## src/rtl/mux_sel_pipe_if.sv

```systemverilog
// Handshake bundle between N producers, the channel selector and one consumer.
// The master side drives channels and selection; the slave side is the selector.
interface mux_sel_pipe_if #(
  parameter int WIDTH = 32,
  parameter int N     = 4,
  parameter int SEL_W = 2
);
  logic                 mode;
  logic [SEL_W-1:0]     selector;
  logic [N*WIDTH-1:0]   Data_in;
  logic [N-1:0]         in_valid;
  logic [N-1:0]         in_ready;
  logic [WIDTH-1:0]     Data_out;
  logic                 out_valid;
  logic                 out_ready;
  logic [SEL_W-1:0]     grant;

  modport master (
    output mode, selector, Data_in, in_valid, out_ready,
    input  in_ready, Data_out, out_valid, grant
  );

  modport slave (
    input  mode, selector, Data_in, in_valid, out_ready,
    output in_ready, Data_out, out_valid, grant
  );
endinterface

```

## src/rtl/mux_sel_pipe.sv

```systemverilog
// N:1 operand selector with a one-deep registered output stage, chosen either
// directly by selector or round-robin over the valid channels.
module mux_sel_pipe #(
  parameter int WIDTH = 32,
  parameter int N     = 4,
  parameter int SEL_W = 2
) (
  input  logic          clk,
  input  logic          reset,
  mux_sel_pipe_if.slave bus
);

  // Pointer starts on the last channel so channel 0 wins the first arbitration.
  localparam logic [SEL_W-1:0] LAST_INIT = SEL_W'(N - 1);

  logic [WIDTH-1:0] r_data;
  logic             r_valid;
  logic [SEL_W-1:0] r_grant;
  logic [SEL_W-1:0] r_last;

  logic             w_adv;
  logic             w_hasCand;
  logic             w_xfer;
  logic [SEL_W-1:0] w_cand;
  logic [2*N-1:0]   w_dbl;
  logic [N-1:0]     w_rot;
  logic [N-1:0]     w_inReady;
  logic [WIDTH-1:0] w_candData;

  assign w_adv = !r_valid || bus.out_ready;

  // Rotating a doubled copy puts channel last+1 at bit 0 without modulo indexing.
  assign w_dbl = {bus.in_valid, bus.in_valid} >> (int'(r_last) + 1);
  assign w_rot = w_dbl[N-1:0];

  always_comb begin
    w_hasCand = 1'b0;
    w_cand    = '0;
    if (!bus.mode) begin
      if (int'(bus.selector) < N) begin
        w_hasCand = 1'b1;
        w_cand    = bus.selector;
      end
    end else begin
      for (int k = 0; k < N; k++) begin
        if (!w_hasCand && w_rot[k]) begin
          w_hasCand = 1'b1;
          w_cand    = SEL_W'((int'(r_last) + 1 + k) % N);
        end
      end
    end
  end

  // Compare-per-channel decode keeps out-of-range codes from indexing anything.
  always_comb begin
    w_inReady  = '0;
    w_candData = '0;
    for (int i = 0; i < N; i++) begin
      if (w_hasCand && (int'(w_cand) == i)) begin
        w_inReady[i] = w_adv;
        w_candData   = bus.Data_in[i*WIDTH +: WIDTH];
      end
    end
  end

  assign w_xfer = |(w_inReady & bus.in_valid);

  always_ff @(posedge clk or negedge reset) begin
    if (!reset) begin
      r_data  <= '0;
      r_valid <= 1'b0;
      r_grant <= '0;
      r_last  <= LAST_INIT;
    end else if (w_xfer) begin
      r_data  <= w_candData;
      r_grant <= w_cand;
      r_valid <= 1'b1;
      if (bus.mode) begin
        r_last <= w_cand;
      end
    end else if (r_valid && bus.out_ready) begin
      r_valid <= 1'b0;
    end
  end

  assign bus.in_ready  = w_inReady;
  assign bus.Data_out  = r_data;
  assign bus.out_valid = r_valid;
  assign bus.grant     = r_grant;

endmodule

```

## src/flat_wrapper.sv

```systemverilog
// flat-port wrapper written by rule: the top's interface ports become plain ports
module mux_sel_pipe_flat 
#(
  parameter int WIDTH = 32,
  parameter int N     = 4,
  parameter int SEL_W = 2
)
  (clk, reset, bus_mode, bus_selector, bus_Data_in, bus_in_valid, bus_out_ready, bus_in_ready, bus_Data_out, bus_out_valid, bus_grant);
  mux_sel_pipe_if #(.WIDTH(WIDTH), .N(N), .SEL_W(SEL_W)) bus_i ();
  input  logic clk;
  input  logic reset;
  input wire logic [$bits(bus_i.mode)-1:0] bus_mode;
  input wire logic [$bits(bus_i.selector)-1:0] bus_selector;
  input wire logic [$bits(bus_i.Data_in)-1:0] bus_Data_in;
  input wire logic [$bits(bus_i.in_valid)-1:0] bus_in_valid;
  input wire logic [$bits(bus_i.out_ready)-1:0] bus_out_ready;
  output wire logic [$bits(bus_i.in_ready)-1:0] bus_in_ready;
  output wire logic [$bits(bus_i.Data_out)-1:0] bus_Data_out;
  output wire logic [$bits(bus_i.out_valid)-1:0] bus_out_valid;
  output wire logic [$bits(bus_i.grant)-1:0] bus_grant;
  assign bus_i.mode = bus_mode;
  assign bus_i.selector = bus_selector;
  assign bus_i.Data_in = bus_Data_in;
  assign bus_i.in_valid = bus_in_valid;
  assign bus_i.out_ready = bus_out_ready;
  assign bus_in_ready = bus_i.in_ready;
  assign bus_Data_out = bus_i.Data_out;
  assign bus_out_valid = bus_i.out_valid;
  assign bus_grant = bus_i.grant;
  mux_sel_pipe #(.WIDTH(WIDTH), .N(N), .SEL_W(SEL_W)) u_core (.clk(clk), .reset(reset), .bus(bus_i));
endmodule
```

## config.mk

```make
export PLATFORM = sky130hd
export DESIGN_NAME = mux_sel_pipe_flat
export DESIGN_NICKNAME = d
export VERILOG_FILES = /design/src/rtl/mux_sel_pipe_if.sv /design/src/rtl/mux_sel_pipe.sv /design/src/flat_wrapper.sv
export SDC_FILE = /design/constraint.sdc
export NUM_CORES = 1
export LEC_CHECK = 0
export CAP_MARGIN = 20
export CORE_UTILIZATION = 64
export DETAILED_ROUTE_END_ITERATION = 6
export DONT_BUFFER_PORTS = 1
export GPL_TIMING_DRIVEN = 0
export PLACE_DENSITY = 0.78
export SLEW_MARGIN = 20
export SYNTH_ARGS = -nofsm -noshare
export SYNTH_HDL_FRONTEND = slang
export SYNTH_SLANG_ARGS = --single-unit
```

## constraint.sdc

```tcl
create_clock -name clk -period 3.14 [get_ports clk]
set_input_delay 0.157 -clock clk [delete_from_list [all_inputs] [get_ports clk]]
set_output_delay 0.157 -clock clk [all_outputs]
set_load 0.1 [all_outputs]
```

==> metrics.cfg <==
[grt]
grt.overflow.total = 0
antenna_found_initial = 0
grt_pass1_vias = 2352
grtUsageTotal = 0.330
grt_pass1_wl_mm = 11.1
grt_max_degree = 38

[route]
vias = 2419
first_iter_violations = 242
drt-pass1-iter-count = 7
ant_nets = 0
drt_wl_total_mm = 7.92
wl_per_cell_um = 23.7
via_per_inst = 7.24
drc = 0

[floorplanning]
rows = 23
fp.dieH_um = 68.1
core_um2 = 4090
die-area_um2 = 4640
initial_utilization = 0.685
die_w_um = 68.1
io_pins = 177

[logic_synthesis]
synth-seq-area-share = 0.332
ys_ff_latch = 37
netlist_area_um2 = 2800
synth_top_area_frac = 0.313
yosysWarnings = 0
synth_fp_nets = 407
synth_edf_count = 0
synth-async-reset-ratio = 1.00
synth_top_area_cell = dfrtp_1
synth_cell_types = 49
synthCells = 269
avgSynthCellArea_um2 = 10.4
ys_top_cells_by_area = dfrtp_1 31%, mux2i_1 12%, mux2_2 10%, a222oi_1 9.3%, inv_1 5.0%
ys.flop_type = dfrtp_1

[timing]
slew_viol_final = 0
tightest_slew_ns = 1.00
setup_viol = 0
rsz0062_at_grt = no
whs_ns = 0.0821
max_slew_margin = 0.331
setup_tns_ns = 0
hold_violations = 0
post-route-min-period_ns = 3.03
worst_slack_ns = 0.109
finClkSkew_ns = 0.00571
finalCritPeriodShare = 0.965
fmax_ghz = 0.330

[clock_tree]
cts_tree = yes
cts.sinks = 37
clock_path_buffers = 2
cts_htree_levels = 2
cts_root_buffer = clkbuf_8
numCtsBuffers = 5
clk_pin_slew_ns = 0.07
insertion_delay_ns = 0.29

[worst_setup_path]
path_class = reg2out
end_kind = output pin
cp.arrival_ns = 2.87
rr_worst_depth = 8
cp.required_ns = 2.98
r2r-end = u_core.bus.Data_out[21]
cp_max_fo = 10
r2r-start = u_core.r_last[1]
rrSetupSlack_ns = 0.44
cp-start-kind = flop

[place]
hpwl_mm = 6.07
gp_congestion = 0.932
port_buffers = 0
place_ws_ns = 0.208

[layout]
final_common_cell = inv_1
final_cell_mix = 37 x inv_1, 35 x dfrtp_1, 33 x mux2i_1
fill_cells = 310
nets = 421
antenna_cells = 0
syn2layout_area_growth_pct = 9.83
drive_gt1_frac = 0.257

[hold_path]
min_from = bus_Data_in[67]
hp-class = in2reg
min_path_cells = 2
hold_path_end = u_core.bus.Data_out[3]

[pwr]
p_leak_nw = 1.28
ir_drop_uv = 1020
powerDensity_nw_per_um2 = 1380

[flow_run]
cap_violations = 0

[outcome]
status = completed

Yosys cell counts (2+ instances only):
cell type,n
o21a_1,7
nor2_1,5
buf_4,2
mux2i_1,34
a31oi_4,2
a211oi_1,6
a222oi_1,26
a21oi_1,3
o22ai_1,7
and2_1,8
nor3_1,3
o2bb2ai_1,2
a41oi_1,6
nor2b_1,4
mux2_2,26
nand2b_1,3
dfstp_2,2
inv_1,37
clkbuf_1,5
o221ai_1,6
buf_12,3
buf_2,7
nand2_1,4
dfrtp_1,35
o21ai_2,2
logic make-up after synthesis:
kind of cell,synth area share
compound gates,0.261
buf+inv,0.106
flops,0.332
mux,0.226
simple gates,0.0746
sequential cells by signal (all words and copies together) (netlist names):
| name | cells |
|---|---|
| u_core.bus.grant | 2 |
| u_core.bus.Data_out | 32 |
| u_core.bus.out_valid | 1 |
| u_core.r_last | 2 |
layout make-up:
| type | instances | area (um^2) | share of cell area |
|---|---|---|---|
| buffer | 19 | 161 | 0.0525 |
| clock buffer | 8 | 90.1 | 0.0293 |
| multi-input combinational | 175 | 1620 | 0.528 |
| inverter | 38 | 143 | 0.0464 |
| tap | 50 | 62.6 | 0.0203 |
| timing repair buffer | 7 | 67.6 | 0.0220 |
| sequential | 37 | 928 | 0.302 |
worst max-delay path by stage:
stage                      from         endpoint  slack, ns  cells after the start
6_report       u_core.r_last[1]  bus_in_ready[0]       0.11                      6
5_1_grt        u_core.r_last[1]  bus_in_ready[0]       0.02                      6
4_1_cts        u_core.r_last[1]  bus_in_ready[0]       0.02                      7
3_5_place_dp   u_core.r_last[1]  bus_in_ready[2]       0.21                      6
3_3_place_gp   u_core.r_last[1]  bus_in_ready[2]      -0.27                      6
2_1_floorplan  u_core.r_last[1]  bus_in_ready[3]       0.08                      6
worst max-delay path: stages (launching register included):
cell and delay (ns):
dfstp_2 0.60, inv_1 0.08, o32ai_2 0.41, nor3_1 0.14, buf_2 0.21, or2_2 0.36
nor3_4 0.78
per-layer routing:
metal,up-vias,track usage,part of all wire
met5,-,0,0
met4,0,0.112,0.024
met3,17,0.0750,0.082
met2,152,0.594,0.54
met1,1171,0.379,0.36
li1,1079,-,-
repair_timing:
item                       in CTS  in global routing
setup buffers                   0                  5
hold buffers                    2                  0
setup endpoints to repair       3                  1
hold endpoints to repair       37                  0
pin swaps                       1                  2
gates resized for setup         3                  4
power breakdown:
part / total, mW / internal (mW) / switching (mW)
combinational: 1.29 / 0.583 / 0.702
clock: 0.343 / 0.179 / 0.164
sequential: 2.61 / 0.692 / 1.92
total: 4.24 / 1.45 / 2.78
through the flow:
step                instances  instance area (um^2)  utilization  power, mW
finish                    334                  3080        0.753       4.24
global route              334                  3080        0.753       4.38
CTS                       329                  3030        0.741       4.21
detailed placement        319                  2890        0.707       3.84
global placement          319                  2870        0.703       3.78
floorplan                 269                  2810            -       3.57
(Power assumes the default switching activity.)
